--- src/rtl/bus_source_arbiter_if.sv ---
// Bus ownership signals between the requesting sources and the source arbiter.
// The arbiter side drives the mux select and grants; requesters drive Request/Done.
interface bus_source_arbiter_if;
    logic [15:0] Request;
    logic        Done;
    logic [3:0]  Select;
    logic [15:0] Grant;
    logic        BusValid;

    modport master (input Request, Done, output Select, Grant, BusValid);
    modport slave  (output Request, Done, input Select, Grant, BusValid);
endinterface

--- src/rtl/bus_source_arbiter.sv ---
// Round-robin owner selection for the 16-source data bus mux, with bounded
// tenure and a single dead cycle between owners. All outputs are registered.
module bus_source_arbiter #(
    parameter int MAX_HOLD = 8
) (
    input logic                  Clock,
    input logic                  Reset,
    bus_source_arbiter_if.master bus
);
    localparam logic [7:0] HOLD_LIM = 8'(MAX_HOLD - 1);

    typedef enum logic [1:0] {IDLE, OWNED, RECOVER} state_t;

    state_t      state, state_nxt;
    logic [3:0]  ptr, ptr_nxt;
    logic [3:0]  owner, owner_nxt;
    logic [3:0]  sel, sel_nxt;
    logic [15:0] gnt, gnt_nxt;
    logic        bv, bv_nxt;
    logic [7:0]  hold, hold_nxt;

    logic        found;
    logic [3:0]  win;
    logic        others;
    logic        tenure_end;

    // First requester at or after ptr, wrapping mod 16.
    always_comb begin
        logic [3:0] idx;
        found = 1'b0;
        win   = ptr;
        idx   = ptr;
        for (int i = 0; i < 16; i++) begin
            idx = ptr + 4'(i);
            if (!found && bus.Request[idx]) begin
                found = 1'b1;
                win   = idx;
            end
        end
    end

    assign others     = |(bus.Request & ~(16'd1 << owner));
    assign tenure_end = bus.Done || !bus.Request[owner] || ((hold >= HOLD_LIM) && others);

    always_comb begin
        state_nxt = state;
        ptr_nxt   = ptr;
        owner_nxt = owner;
        sel_nxt   = sel;
        gnt_nxt   = gnt;
        bv_nxt    = bv;
        hold_nxt  = hold;
        unique case (state)
            IDLE, RECOVER: begin
                if (found) begin
                    owner_nxt = win;
                    sel_nxt   = win;
                    gnt_nxt   = 16'd1 << win;
                    bv_nxt    = 1'b1;
                    hold_nxt  = 8'd0;
                    state_nxt = OWNED;
                end else begin
                    state_nxt = IDLE;
                end
            end
            OWNED: begin
                hold_nxt = (hold == 8'hFF) ? hold : hold + 8'd1;
                // Select stays on the old owner through the dead cycle.
                if (tenure_end) begin
                    gnt_nxt   = 16'd0;
                    bv_nxt    = 1'b0;
                    ptr_nxt   = owner + 4'd1;
                    state_nxt = RECOVER;
                end
            end
            default: state_nxt = IDLE;
        endcase
    end

    always_ff @(posedge Clock) begin
        if (Reset) begin
            state <= IDLE;
            ptr   <= 4'd0;
            owner <= 4'd0;
            sel   <= 4'd0;
            gnt   <= 16'd0;
            bv    <= 1'b0;
            hold  <= 8'd0;
        end else begin
            state <= state_nxt;
            ptr   <= ptr_nxt;
            owner <= owner_nxt;
            sel   <= sel_nxt;
            gnt   <= gnt_nxt;
            bv    <= bv_nxt;
            hold  <= hold_nxt;
        end
    end

    assign bus.Select   = sel;
    assign bus.Grant    = gnt;
    assign bus.BusValid = bv;
endmodule

--- src/flat_wrapper.sv ---
// flat-port wrapper written by rule: the top's interface ports become plain ports
module bus_source_arbiter_flat 
#(
    parameter int MAX_HOLD = 8
)
  (Clock, Reset, bus_Request, bus_Done, bus_Select, bus_Grant, bus_BusValid);
  bus_source_arbiter_if bus_i ();
  input logic Clock;
  input logic Reset;
  input wire logic [$bits(bus_i.Request)-1:0] bus_Request;
  input wire logic [$bits(bus_i.Done)-1:0] bus_Done;
  output wire logic [$bits(bus_i.Select)-1:0] bus_Select;
  output wire logic [$bits(bus_i.Grant)-1:0] bus_Grant;
  output wire logic [$bits(bus_i.BusValid)-1:0] bus_BusValid;
  assign bus_i.Request = bus_Request;
  assign bus_i.Done = bus_Done;
  assign bus_Select = bus_i.Select;
  assign bus_Grant = bus_i.Grant;
  assign bus_BusValid = bus_i.BusValid;
  bus_source_arbiter #(.MAX_HOLD(MAX_HOLD)) u_core (.Clock(Clock), .Reset(Reset), .bus(bus_i));
endmodule
--- config.mk ---
export PLATFORM = sky130hd
export DESIGN_NAME = bus_source_arbiter_flat
export DESIGN_NICKNAME = d
export VERILOG_FILES = /design/src/rtl/bus_source_arbiter_if.sv /design/src/rtl/bus_source_arbiter.sv /design/src/flat_wrapper.sv
export SDC_FILE = /design/constraint.sdc
export NUM_CORES = 1
export LEC_CHECK = 0
export CAP_MARGIN = 20
export CORE_MARGIN = 1.5
export CORE_UTILIZATION = 50
export DETAILED_ROUTE_END_ITERATION = 16
export DONT_BUFFER_PORTS = 1
export PLACE_DENSITY_LB_ADDON = 0.08
export SLEW_MARGIN = 20
export SYNTH_ARGS = -nofsm -noshare
export SYNTH_HDL_FRONTEND = slang
export SYNTH_SLANG_ARGS = --single-unit
--- constraint.sdc ---
create_clock -name Clock -period 9.27 [get_ports Clock]
set_input_delay 0.4635 -clock Clock [delete_from_list [all_inputs] [get_ports Clock]]
set_output_delay 0.4635 -clock Clock [all_outputs]
set_load 0.02 [all_outputs]
Yosys cells after proc, flatten, opt, wreduce, memory -nomap -nowiden. Index checks and enable logic that the tools add are counted.

Register bits after elaboration: 35. Latch bits: 0. RAM bits: 0. Memory bits (read-only): 0. Input port bits: 19. Output and inout bits: 21. Logic and storage cells: 170. Memories: 0.

Add/subtract/negate cells: 17. $mul: 0. Divide/modulo/power cells: 0. Magnitude comparators: 18. Equal/unequal tests: 6. Shifts and indexed selects: 2. Muxes and demuxes: 77. Bitwise logic cells: 2. Reductions and logical operators: 42.

Operators by type and width (count): less-than comparator 4 x 5 -> 1 bit, second input constant (17); binary-select mux 1 bit (select 4 bit) (17); two-way mux 4 bit (15); two-way mux 1 bit (36); adder 4 bit, second input constant (8); two-way mux 16 bit (2); one-hot mux 16 bit (2 select lines) (1); << shifter 1 x 4 -> 16 bit, first input constant (2); adder 4 x 3 -> 4 bit, second input constant (4); bitwise AND 16 bit (1); logical AND 1 bit (16); logical NOT 1 bit (16); two-way mux 8 bit (2); NOT 16 bit (1); one-hot mux 8 bit (2 select lines) (1); OR reduction 16 bit (1); adder 4 x 1 -> 4 bit, second input constant (2); adder 4 x 2 -> 4 bit, second input constant (2); adder 8 x 1 -> 8 bit, second input constant (1); == test 8 bit, second input constant (1); >= comparator 8 x 3 -> 1 bit, second input constant (1); AND reduction 3 bit (2); inequality test 2 x 1 -> 1 bit, second input constant (2); one-hot mux 2 bit (2 select lines) (1); 10 further kinds (12).

Longest topological paths before layout. Gate-level depths: netlist of run 1.

Depth in word-level cells: 51. Gate-level depth with buffers: 22. Mapped depth without buffers: 12.

Least setup slack after synthesis of run 1. OpenSTA, ideal clock, no wires.

Path kind: reg-to-reg. From: register u_core.ptr[1]. To: register u_core.gnt[15] (netlist: u_core.bus.Grant[15]). Setup time: 0.117 ns. Arrival: 4.062 ns. Data required time: 9.153 ns. Path slack: 5.091 ns. Stages on the path, launching flop included: 17. Path buffers: 5. Clock period less this slack: 4.179 ns. Cells stage by stage: dfxtp_1 -> buf_6 -> buf_8 -> buf_8 -> buf_6 -> inv_1 -> ha_1 -> buf_6 -> mux4_2 -> mux4_2 -> and4bb_2 -> nand2_2 -> or4b_4 -> nand4_2 -> o211ai_4 -> nor3b_2 -> a22o_1.

Longest elaborated chain between the ends: 51. Elaborated cells on any way between the ends: 113. Those cells by class: add/sub (15); eq/ne (1); shift (1); mux (65); reduce/logical (31).

RTL lines: start: declaration (line bus_source_arbiter.sv:15) `logic [3:0] ptr, ptr_nxt;`; start signal: assignment (line bus_source_arbiter.sv:91) `ptr <= ptr_nxt;`; parallel branches: the longest is 51 deep, another holds adder 4 x 1 -> 4 bit; end signal: assignment (line bus_source_arbiter.sv:94) `gnt <= gnt_nxt;`; end: declaration (line bus_source_arbiter.sv:18) `logic [15:0] gnt, gnt_nxt;`.

Parallel ways; which one is timed is not known. The select of a mux whose other input is x is not followed. A chain may end at the register's enable or synchronous reset.

Final worst setup path of run 1.
From: register u_core.ptr[0]. To: register u_core.gnt[1] (netlist: u_core.bus.Grant[1]).

Same word-level chain as after synthesis.

==> flow_metrics.env, run 1 <==
export IMPL_run_status="finished, violations left"
export IMPL_failed_checks="DRC"
export IMPL_hold_violations=0
export IMPL_proportion_of_layout_cells_with_a_drive_suffix_above_1_pct=18.4
export IMPL_critical_path_max_stage_delay_ns=0.79
export IMPL_mappedNetlistArea_mm2=0.00457
export IMPL_via_count=4000
export IMPL_cts_root_buffer_cell="sky130_fd_sc_hd__clkbuf_8"
export IMPL_period_minus_slack_ns=4.99
export IMPL_slew_viol_final=0
export IMPL_fillCellCount=811
export IMPL_max_cap_violations=0
export IMPL_core_mm2=0.00881
export IMPL_startpoint_type="register"
export IMPL_detail_route_antenna_nets=0
export IMPL_max_slew_margin_rel_pct=32.8
export IMPL_post_synth_top_area_cell="sky130_fd_sc_hd__mux4_2"
export IMPL_routed_wirelength_mm=12.6
export IMPL_ys_dominant_reg_cell="sky130_fd_sc_hd__dfxtp_1"
export IMPL_antenna_cells=0
export IMPL_clock_tree_htree_level_count=2
export IMPL_hold_slack_ns=0.242
export IMPL_drtIter0Drc=365
export IMPL_vias_per_cell=6.90
export IMPL_detailedPlacementHpwl_mm=9.27
export IMPL_avgSynthCellArea_um2=9.05
export IMPL_netlist_cell_type_count=83
export IMPL_finalSetupTns_ns=0
export IMPL_grt_max_degree=40
export IMPL_cp_slowest_cell="sky130_fd_sc_hd__ha_2"
export IMPL_overflow_after_grt=0
export IMPL_worst_path_most_repeated_cell="sky130_fd_sc_hd__mux4_2"
export IMPL_max_freq_ghz=0.200
export IMPL_die_outline_area_mm2=0.00972
export IMPL_synthArstFlopShare_pct=0
export IMPL_synth_yosys_warnings=0
export IMPL_setup_viol=0
export IMPL_clk_latency_ns=0.28
export IMPL_finish_cell_count_without_fillers=580
export IMPL_rsz0062_at_grt="no"
export IMPL_power_ir_vdd_worst_mv=0.0811
export IMPL_synth_edf_count=0
export IMPL_remaining_drc_errors=1
export IMPL_p_leak_nw=1.61
export IMPL_placedCellCount=572
export IMPL_tritoncts="yes"
export IMPL_postSynthNetCount=538
export IMPL_detailed_place_area_mm2=0.00445
export IMPL_dieHeight_um=98.6
export IMPL_yosys_register_bits=35
export IMPL_kind_of_end_point_of_the_critical_path="register"
export IMPL_cells_after_synth=505
export IMPL_clkTransAtPathRegs_ns=0.07
export IMPL_wl_per_cell_um=21.8
export IMPL_worst_hold_path_type="input port to register"
export IMPL_criticalPathCategory="register to register"
export IMPL_synth_top_cells_by_area="sky130_fd_sc_hd__mux4_2 16%, sky130_fd_sc_hd__dfxtp_1 15%, sky130_fd_sc_hd__mux2i_1 7.9%, sky130_fd_sc_hd__ha_1 3.8%, sky130_fd_sc_hd__nor2_1 3.4%"
export IMPL_cts_inserted_buffers=5
export IMPL_grt_util_all_layers_pct=26.9
export IMPL_antenna_found_initial=0
export IMPL_cts_sinks=35
export IMPL_fin_util_pct=51.9
export IMPL_synth_seq_area_share_pct=15.3
export IMPL_power_density_mw_per_mm2=236
export IMPL_fin_nets=504
export IMPL_synth_top_area_share_pct=16.3
export IMPL_drtPass1Iterations=11
export IMPL_clock_path_buffers=2
export IMPL_cts_hold_fix_buffers=0
export IMPL_worst_slew_pin_transition_ns=1.00
export IMPL_grt_pass1_vias=3808
export IMPL_timing_critical_path_arrival_ns=5.22
export IMPL_cts_repair_timing_setup_buffer_count=0
export IMPL_initial_core_util_pct=51.9
export IMPL_place_port_buffers=0
export IMPL_cell_chain_of_the_critical_path="buf_4 > inv_2 > ha_2 > mux4_2 > mux4_2 > nor3_1 > and3_1 > and2_4 > a21oi_2 > or2_1 > nor2_8 > a22o_1"
export IMPL_placement_rows=34
export IMPL_area_growth_pct=-0.0274
export IMPL_critPathMaxFanout=39
export IMPL_min_period_over_period_pct=53.8
export IMPL_post_cts_resized_instances=0
export IMPL_layout_cell_area_non_filler_mm2=0.00457
export IMPL_design_portCount=40
export IMPL_grt_first_pass_wirelength_mm=21.0
export IMPL_crit_required_ns=9.50
export IMPL_die_x_um=98.6
export IMPL_gp_congestion=0.957
export IMPL_clock_skew_ns=0.00771
==> cells in the final DEF (no fill, tap or decap), drive strengths merged, types with 5 or more instances in the layout <==
cell type	netlist	routed
o21ai	13	13
nor2b	7	7
and3	10	10
clkbuf	16	5
mux2i	39	39
a22o	17	17
mux4	36	36
nand4	10	10
and2	8	8
dfxtp	35	35
o22ai	5	5
nor3b	8	8
nand3	21	21
nand2	40	40
mux2	7	7
xnor2	12	12
a21oi	27	27
nor3	12	12
inv	17	17
nor2	42	42
xor2	9	9
o211ai	8	8
ha	14	14
a31oi	9	9
==> synthesized netlist by cell type (4+ instances only) <==
library cell / n
sky130_fd_sc_hd__nand2_1: 39
sky130_fd_sc_hd__and2_1: 7
sky130_fd_sc_hd__o31ai_1: 4
sky130_fd_sc_hd__nor3_1: 10
sky130_fd_sc_hd__buf_4: 6
sky130_fd_sc_hd__nand4_1: 8
sky130_fd_sc_hd__inv_1: 16
sky130_fd_sc_hd__nand2b_1: 4
sky130_fd_sc_hd__a22o_1: 17
sky130_fd_sc_hd__nand3_1: 20
sky130_fd_sc_hd__a21oi_1: 25
sky130_fd_sc_hd__dfxtp_1: 35
sky130_fd_sc_hd__nor2_1: 41
sky130_fd_sc_hd__o22ai_1: 4
sky130_fd_sc_hd__nor3b_1: 5
sky130_fd_sc_hd__mux2_2: 6
sky130_fd_sc_hd__xor2_1: 9
sky130_fd_sc_hd__clkbuf_1: 16
sky130_fd_sc_hd__mux4_2: 33
sky130_fd_sc_hd__a31oi_1: 9
sky130_fd_sc_hd__nor2b_1: 7
sky130_fd_sc_hd__o21ai_0: 13
sky130_fd_sc_hd__ha_1: 14
sky130_fd_sc_hd__mux2i_1: 36
sky130_fd_sc_hd__buf_2: 14
sky130_fd_sc_hd__buf_6: 7
sky130_fd_sc_hd__o211ai_1: 5
sky130_fd_sc_hd__xnor2_1: 10
sky130_fd_sc_hd__and3_1: 10
==> cell families after synthesis <==
group / count (synthesis) / share of synthesized area [%]
compound gates: 114 / 18.5
xor+xnor: 21 / 4.35
fa+ha+maj: 14 / 3.83
buf+inv: 63 / 7.72
flops: 35 / 15.3
mux: 82 / 29.0
simple gates: 176 / 21.3
==> final cells by class <==
cell class	instances	area (um^2)	share of cell area [%]
repair buffers	4	30.0	0.658
clock inverters	3	43.8	0.959
inverters	18	68.8	1.51
clock buffers	5	68.8	1.51
multi-input cells	407	3520	77.0
flip-flops and latches	35	703	15.4
well taps	108	135	2.96
==> per-layer routing <==
| metal | routed length [um] | vias up | track usage, % |
|---|---|---|---|
| li1 | - | 1852 | - |
| met1 | 5600 | 1951 | 38.0 |
| met2 | 5750 | 185 | 41.0 |
| met3 | 1150 | 12 | 7.87 |
| met4 | 140 | 0 | 5.71 |
| met5 | 0 | - | 0 |
==> through the flow <==
stage | power (mW) | setup WS, ns
2_1_floorplan | 0.807 | 5.09
3_3_place_gp | 0.931 | 4.20
3_5_place_dp | 0.931 | 4.08
4_1_cts | 1.07 | 4.06
5_1_grt | 1.16 | 4.00
6_report | 1.08 | 4.28
==> critical path, delay by kind of cell (launching register included) <==
| family | cells | cell delay (ns) |
|---|---|---|
| simple gates | 5 | 1.61 |
| mux | 2 | 1.24 |
| fa+ha+maj | 1 | 0.79 |
| buf+inv | 2 | 0.62 |
| compound gates | 2 | 0.34 |
| flops | 1 | 0.31 |
==> sequential cells by signal, indices dropped and copies added (netlist names) <==
register and cells:
u_core.bus.Grant 16, u_core.ptr 4, u_core.state 2, u_core.owner 4, u_core.hold 8, u_core.bus.BusValid 1
==> where the power goes <==
| group | total, mW | switching [mW] | leakage [nW] | internal (mW) |
|---|---|---|---|---|
| Clock | 0.135 | 0.0553 | 0.0581 | 0.0800 |
| Combinational | 0.726 | 0.428 | 1.26 | 0.298 |
| Sequential | 0.218 | 0.0476 | 0.285 | 0.170 |
| Total | 1.08 | 0.531 | 1.61 | 0.548 |
==> final timing paths <==
| check | start | slack [ns] | to | depth (start not counted) |
|---|---|---|---|---|
| worst max register to register | u_core.ptr[0]$_SDFFE_PP0P_ | 4.28 | u_core.bus.Grant[1]$_SDFFE_PP0P_ | 12 |
| worst min register to register | u_core.hold[0]$_SDFFE_PP0P_ | 0.55 | u_core.hold[0]$_SDFFE_PP0P_ | 2 |
| worst max-delay path | u_core.ptr[0]$_SDFFE_PP0P_ | 4.28 | u_core.bus.Grant[1]$_SDFFE_PP0P_ | 12 |
| worst min-delay path | Reset | 0.24 | u_core.owner[2]$_SDFFE_PP0P_ | 1 |
(Power assumes the default switching activity.)
==> run 2: changes to the inputs <==
==> constraint.sdc (replaced) <==
create_clock -name Clock -period 5.2 [get_ports Clock]
set_input_delay 0.26 -clock Clock [delete_from_list [all_inputs] [get_ports Clock]]
set_output_delay 0.26 -clock Clock [all_outputs]
set_load 0.02 [all_outputs]
==> run 2 against run 1 <==
Compared with the run above:
- the run now ends clean
- worst hold slack lost 0.21 ns
- critical endpoint is now u_core.bus.Grant[0]$_SDFFE_PP0P_
- largest cell class unchanged
- routed wire length grew 3.0%
- highest routed layer unchanged
- global-route usage is essentially flat
- largest power group unchanged
- sequential share of layout area shrank 0.067 points
==> flow_metrics.env, run 2 (synthesis gave the netlist of run 1 again) <==
export IMPL_dieHeight_um=98.6
export IMPL_max_cap_violations=0
export IMPL_cts_repair_timing_setup_buffer_count=0
export IMPL_min_period_over_period_pct=83.5
export IMPL_clock_tree_htree_level_count=2
export IMPL_design_portCount=40
export IMPL_via_count=4061
export IMPL_clock_path_buffers=2
export IMPL_clk_latency_ns=0.29
export IMPL_worst_r2r_setup_slack_ns=0.86
export IMPL_cts_sinks=35
export IMPL_detailedPlacementHpwl_mm=9.64
export IMPL_tritoncts="yes"
export IMPL_clkTransAtPathRegs_ns=0.07
export IMPL_worst_hold_path_type="input port to register"
export IMPL_max_freq_ghz=0.230
export IMPL_fin_util_pct=52.1
export IMPL_final_cell_mix="41 x sky130_fd_sc_hd__nor2_1, 39 x sky130_fd_sc_hd__nand2_1, 36 x sky130_fd_sc_hd__mux2i_1, 33 x sky130_fd_sc_hd__mux4_2, 33 x sky130_fd_sc_hd__dfxtp_1"
export IMPL_finalWorstSetupSlack_ns=0.860
export IMPL_placement_rows=34
export IMPL_cts_inserted_buffers=5
export IMPL_overflow_after_grt=0
export IMPL_area_growth_pct=0.411
export IMPL_gp_congestion=0.996
export IMPL_wl_per_cell_um=22.3
export IMPL_critical_path_max_stage_delay_ns=0.70
export IMPL_detailed_place_area_mm2=0.00447
export IMPL_antenna_cells=0
export IMPL_rsz0062_at_grt="no"
export IMPL_finish_cell_count_without_fillers=583
export IMPL_place_ws_ns=0.910
export IMPL_detail_route_antenna_nets=0
export IMPL_slew_viol_final=0
export IMPL_hold_violations=0
export IMPL_largest_register_ffs=16
export IMPL_layout_cell_area_non_filler_mm2=0.00459
export IMPL_proportion_of_layout_cells_with_a_drive_suffix_above_1_pct=18.7
export IMPL_die_outline_area_mm2=0.00972
export IMPL_kind_of_end_point_of_the_critical_path="register"
export IMPL_cell_chain_of_the_critical_path="inv_1 > ha_1 > mux4_2 > nand4_1 > nand4_2 > nor3b_4 > and3_1 > and2_4 > a21oi_2 > or2_1 > nor2_8 > a22o_1"
export IMPL_run_status="complete, no violations"
export IMPL_grt_util_all_layers_pct=26.9
export IMPL_place_port_buffers=0
export IMPL_remaining_drc_errors=0
export IMPL_startpoint_type="register"
export IMPL_commonest_non_fill_non_tap_cell_in_the_layout="sky130_fd_sc_hd__nor2_1"
export IMPL_power_density_mw_per_mm2=423
export IMPL_drtPass1Iterations=7
export IMPL_cts_hold_fix_buffers=0
export IMPL_fillCellCount=839
export IMPL_setup_viol=0
export IMPL_max_slew_margin_rel_pct=35.7
export IMPL_critPathMaxFanout=16
export IMPL_cts_root_buffer_cell="sky130_fd_sc_hd__clkbuf_8"
export IMPL_core_mm2=0.00881
export IMPL_p_leak_nw=1.62
export IMPL_finalSetupTns_ns=0
export IMPL_antenna_found_initial=0
export IMPL_clock_skew_ns=0.00702
export IMPL_grt_first_pass_wirelength_mm=21.1
export IMPL_initial_core_util_pct=51.9
export IMPL_placedCellCount=575
export IMPL_grt_max_degree=39
export IMPL_cp_slowest_cell="sky130_fd_sc_hd__ha_1"
export IMPL_vias_per_cell=6.97
export IMPL_routed_wirelength_mm=13.0
export IMPL_power_ir_vdd_worst_mv=0.209
export IMPL_timing_critical_path_arrival_ns=4.57
export IMPL_post_cts_resized_instances=0
export IMPL_die_x_um=98.6
export IMPL_grt_pass1_vias=3846
export IMPL_crit_required_ns=5.43
export IMPL_fin_nets=507
export IMPL_period_minus_slack_ns=4.34
export IMPL_criticalPathCategory="register to register"
export IMPL_worst_slew_pin_transition_ns=0.958
export IMPL_drtIter0Drc=306
==> run 2: cell count changes in the layout (fill, tap and decap cells not counted), sizes merged <==
cell / previous run / this run
buf: 4 / 7
==> run 2: metal layers <==
| layer | routed length, um | GRT usage [%] | up-vias |
|---|---|---|---|
| met1 | 5980 | 39.2 | 1991 |
| met2 | 5820 | 41.8 | 188 |
| met3 | 974 | 5.04 | 18 |
| met4 | 246 | 5.71 | 0 |
| li1 | - | - | 1864 |
| met5 | 0 | 0 | - |
==> run 2: final timing paths <==
check,startpoint,to,cells past startpoint
worst min-delay path,Reset,u_core.hold[0]$_SDFFE_PP0P_,1
worst max register to register,u_core.ptr[1]$_SDFFE_PP0P_,u_core.bus.Grant[0]$_SDFFE_PP0P_,12
worst max-delay path,u_core.ptr[1]$_SDFFE_PP0P_,u_core.bus.Grant[0]$_SDFFE_PP0P_,12
worst min register to register,u_core.hold[0]$_SDFFE_PP0P_,u_core.hold[0]$_SDFFE_PP0P_,2
==> run 2: cell type report <==
class                   count  area (um^2)  area share [%]
multi-input cells         407         3510            76.6
flip-flops and latches     35          703            15.3
well taps                 108          135            2.95
clock buffers               5         68.8            1.50
inverters                  18         68.8            1.50
repair buffers              7         52.6            1.15
clock inverters             3         43.8           0.955
==> run 2: report_power, final <==
group	total (mW)	leakage [nW]	switching, mW	internal, mW
clock	0.245	0.0581	0.102	0.143
combinational	1.31	1.28	0.768	0.537
sequential	0.389	0.285	0.0859	0.303
total	1.94	1.62	0.956	0.983
==> run 2: metrics by stage <==
stage,hold WS [ns],power [mW]
6_report,0.0328,1.94
5_1_grt,0.0157,2.07
4_1_cts,0.0268,1.92
3_5_place_dp,0.332,1.67
3_3_place_gp,0.329,1.66
2_1_floorplan,0.332,1.44
==> run 2: worst max-delay path: cells and delay by family (launching register included) <==
family                   cells  cell delay [ns]
buffers and inverters        1             0.11
flip-flops                   1             0.33
multiplexers                 1             0.64
AO/OA/AOI/OAI                2             0.32
adder cells (fa/ha/maj)      1             0.70
AND/OR/NAND/NOR              7             2.16
==> run 3: changes to the inputs <==
--- a/config.mk
+++ b/config.mk
@@ -5,6 +5,7 @@
 export SDC_FILE = /design/constraint.sdc
 export NUM_CORES = 1
 export LEC_CHECK = 0
+export ABC_AREA = 1
 export CAP_MARGIN = 20
 export CORE_MARGIN = 1.5
 export CORE_UTILIZATION = 50
==> constraint.sdc (replaced) <==
create_clock -name Clock -period 3.68 [get_ports Clock]
set_input_delay 0.184 -clock Clock [delete_from_list [all_inputs] [get_ports Clock]]
set_output_delay 0.184 -clock Clock [all_outputs]
set_load 0.02 [all_outputs]
==> run 3 against run 2 <==
Compared with the run above:
- global-route usage up 2.7 points
- utilization up 7.8 points
- sequential share of layout area up 0.96 points
- total power up 72%
- largest cell class unchanged
- non-clock buffer count up 32
- routed wire length down 10%
- worst setup slack worse by 0.68 ns
- highest routed layer unchanged
- die area down 18%
- clock skew up 0.0026 ns
- register-to-register slack worse by 0.68 ns
==> flow_metrics.env, run 3 <==
export IMPL_run_status="complete, no violations"
export IMPL_cells_after_synth=619
export IMPL_proportion_of_layout_cells_with_a_drive_suffix_above_1_pct=18.9
export IMPL_fin_util_pct=59.9
export IMPL_grt_first_pass_wirelength_mm=18.1
export IMPL_place_port_buffers=0
export IMPL_remaining_drc_errors=0
export IMPL_final_cell_mix="185 x sky130_fd_sc_hd__nand2_1, 89 x sky130_fd_sc_hd__nand3_1, 57 x sky130_fd_sc_hd__inv_1, 41 x sky130_fd_sc_hd__a21oi_1, 36 x sky130_fd_sc_hd__o21ai_0"
export IMPL_setup_worst_path_start="u_core.ptr[0]$_SDFFE_PP0P_"
export IMPL_cts_inserted_buffers=5
export IMPL_layout_cell_area_non_filler_mm2=0.00432
export IMPL_die_outline_area_mm2=0.00796
export IMPL_worst_hold_path_type="input port to register"
export IMPL_yosys_register_bits=35
export IMPL_design_portCount=40
export IMPL_drtIter0Drc=273
export IMPL_p_leak_nw=1.98
export IMPL_fin_nets=682
export IMPL_placedCellCount=727
export IMPL_worst_setup_path_endpoint="u_core.bus.Grant[11]$_SDFFE_PP0P_"
export IMPL_synth_edf_count=0
export IMPL_antenna_found_initial=0
export IMPL_max_cap_violations=0
export IMPL_synthArstFlopShare_pct=0
export IMPL_detailedPlacementHpwl_mm=9.04
export IMPL_postSynthNetCount=652
export IMPL_crit_required_ns=3.89
export IMPL_core_mm2=0.00721
export IMPL_max_freq_ghz=0.285
export IMPL_clk_latency_ns=0.29
export IMPL_most_frequently_used_cell_type_in_the_post_synthesis_netlist="sky130_fd_sc_hd__nand2_1"
export IMPL_detail_route_antenna_nets=0
export IMPL_hold_slack_ns=0.0642
export IMPL_grt_pass1_vias=3803
export IMPL_place_ws_ns=0.131
export IMPL_mappedNetlistArea_mm2=0.00372
export IMPL_worst_r2r_path_depth=21
export IMPL_area_growth_pct=16.3
export IMPL_totalPowerFinal_mw=3.34
export IMPL_placement_rows=31
export IMPL_timing_critical_path_arrival_ns=3.72
export IMPL_synth_top_area_share_pct=19.2
export IMPL_clock_skew_ns=0.00966
export IMPL_power_density_mw_per_mm2=771
export IMPL_kind_of_end_point_of_the_critical_path="register"
export IMPL_dieHeight_um=89.2
export IMPL_r2r_end="u_core.bus.Grant[11]$_SDFFE_PP0P_"
export IMPL_cts_sinks=35
export IMPL_grt_util_all_layers_pct=29.6
export IMPL_clock_path_buffers=2
export IMPL_synth_yosys_warnings=0
export IMPL_post_synth_top_area_cell="sky130_fd_sc_hd__nand2_1"
export IMPL_worst_slew_pin_transition_ns=0.857
export IMPL_clock_tree_htree_level_count=2
export IMPL_ys_dominant_reg_cell="sky130_fd_sc_hd__dfxtp_1"
export IMPL_initial_core_util_pct=51.5
export IMPL_drtPass1Iterations=5
export IMPL_startpoint_type="register"
export IMPL_criticalPathCategory="register to register"
export IMPL_via_count=4234
export IMPL_fillCellCount=723
export IMPL_grt_max_degree=21
export IMPL_wl_per_cell_um=15.6
export IMPL_detailed_place_area_mm2=0.00393
export IMPL_overflow_after_grt=0
export IMPL_synth_top_cells_by_area="sky130_fd_sc_hd__nand2_1 19%, sky130_fd_sc_hd__dfxtp_1 19%, sky130_fd_sc_hd__nand3_1 13%, sky130_fd_sc_hd__inv_1 6.2%, sky130_fd_sc_hd__a21oi_1 5.5%"
export IMPL_clkTransAtPathRegs_ns=0.07
export IMPL_setup_viol=0
export IMPL_routed_wirelength_mm=11.7
export IMPL_slew_viol_final=0
export IMPL_worst_r2r_setup_slack_ns=0.18
export IMPL_worst_r2r_startpoint="u_core.ptr[0]$_SDFFE_PP0P_"
export IMPL_commonest_non_fill_non_tap_cell_in_the_layout="sky130_fd_sc_hd__nand2_1"
export IMPL_finalSetupTns_ns=0
export IMPL_period_minus_slack_ns=3.50
export IMPL_cts_root_buffer_cell="sky130_fd_sc_hd__clkbuf_8"
export IMPL_min_period_over_period_pct=95.2
export IMPL_power_ir_vdd_worst_mv=0.475
export IMPL_gp_congestion=0.965
export IMPL_avgSynthCellArea_um2=6.01
export IMPL_finish_cell_count_without_fillers=749
export IMPL_synthTopCellsByCount="190 x sky130_fd_sc_hd__nand2_1, 100 x sky130_fd_sc_hd__nand3_1, 61 x sky130_fd_sc_hd__inv_1"
export IMPL_tritoncts="yes"
export IMPL_vias_per_cell=5.65
export IMPL_antenna_cells=0
export IMPL_die_x_um=89.2
export IMPL_synth_seq_area_share_pct=18.8
export IMPL_hold_depth=3
export IMPL_finalWorstSetupSlack_ns=0.177
export IMPL_hold_violations=0
export IMPL_max_slew_margin_rel_pct=42.2
export IMPL_netlist_cell_type_count=40
export IMPL_largest_register_ffs=16
export IMPL_rsz0062_at_grt="yes"
export IMPL_critPathMaxFanout=9
run 3: how the worst min path moves through the flow:
stage / slack, ns / endpoint / startpoint
4_1_cts: 0.06 / u_core.owner[1]$_SDFFE_PP0P_ / Reset
3_5_place_dp: 0.26 / u_core.hold[1]$_SDFFE_PP0P_ / Reset
6_report: 0.06 / u_core.owner[1]$_SDFFE_PP0P_ / Reset
2_1_floorplan: 0.34 / u_core.owner[0]$_SDFFE_PP0P_ / Reset
5_1_grt: 0.07 / u_core.owner[1]$_SDFFE_PP0P_ / Reset
3_3_place_gp: 0.26 / u_core.state[0]$_SDFFE_PP0N_ / Reset
run 3: area by class of cell:
cell class	instances	area, um^2	area share (%)
inverter	69	267	6.16
tap	99	124	2.86
timing repair buffer	39	319	7.38
clock buffer	6	72.6	1.68
clock inverter	2	12.5	0.289
sequential	35	704	16.3
multi-input combinational	499	2830	65.3
run 3: worst max-delay path, stage by stage, from the launching register on:
cell                      delay (ns)
sky130_fd_sc_hd__dfxtp_2        0.36
sky130_fd_sc_hd__inv_2          0.06
sky130_fd_sc_hd__ha_4           0.25
sky130_fd_sc_hd__inv_2          0.14
sky130_fd_sc_hd__nand3_1        0.14
sky130_fd_sc_hd__nand3_2        0.11
sky130_fd_sc_hd__nand3_1        0.08
sky130_fd_sc_hd__nand2_2        0.10
sky130_fd_sc_hd__nand2_2        0.07
sky130_fd_sc_hd__nor2_4         0.13
sky130_fd_sc_hd__nand2_4        0.08
sky130_fd_sc_hd__nor2_8         0.11
sky130_fd_sc_hd__nand3_4        0.09
sky130_fd_sc_hd__nor2_4         0.15
sky130_fd_sc_hd__nand4_4        0.11
sky130_fd_sc_hd__nor2_4         0.24
sky130_fd_sc_hd__nand4_4        0.22
sky130_fd_sc_hd__nor2_4         0.21
sky130_fd_sc_hd__nand2_1        0.22
sky130_fd_sc_hd__a21oi_2        0.24
sky130_fd_sc_hd__nand4_1        0.15
sky130_fd_sc_hd__a21oi_1        0.16
run 3: logic make-up after synthesis:
logic type	count (synthesis)	synth area share, %
AO/OA/AOI/OAI	103	16.3
adder cells (fa/ha/maj)	14	4.71
AND/OR/NAND/NOR	368	47.0
XOR/XNOR	13	3.47
flip-flops	35	18.8
buffers and inverters	86	9.76
run 3: report_power, final:
| part | internal (mW) | switching (mW) | total [mW] | leakage, nW |
|---|---|---|---|---|
| Sequential | 0.450 | 0.146 | 0.596 | 0.286 |
| Clock | 0.132 | 0.139 | 0.271 | 0.0412 |
| Combinational | 0.832 | 1.64 | 2.47 | 1.65 |
run 3: repair_timing:
action / in CTS / in global routing
buffers inserted: 0 / 12
setup endpoints to repair: 0 / 23
endpoints found under the hold margin: 20 / 0
hold buffers: 1 / 0
gates resized for setup: 0 / 51
run 3: routing by layer:
| layer | track usage, % | vias to the layer above | wire, um |
|---|---|---|---|
| li1 | - | 2132 | - |
| met1 | 35.0 | 1892 | 4850 |
| met2 | 49.6 | 158 | 5440 |
| met3 | 5.45 | 52 | 745 |
| met4 | 18.2 | 0 | 649 |
| met5 | 0 | - | 0 |
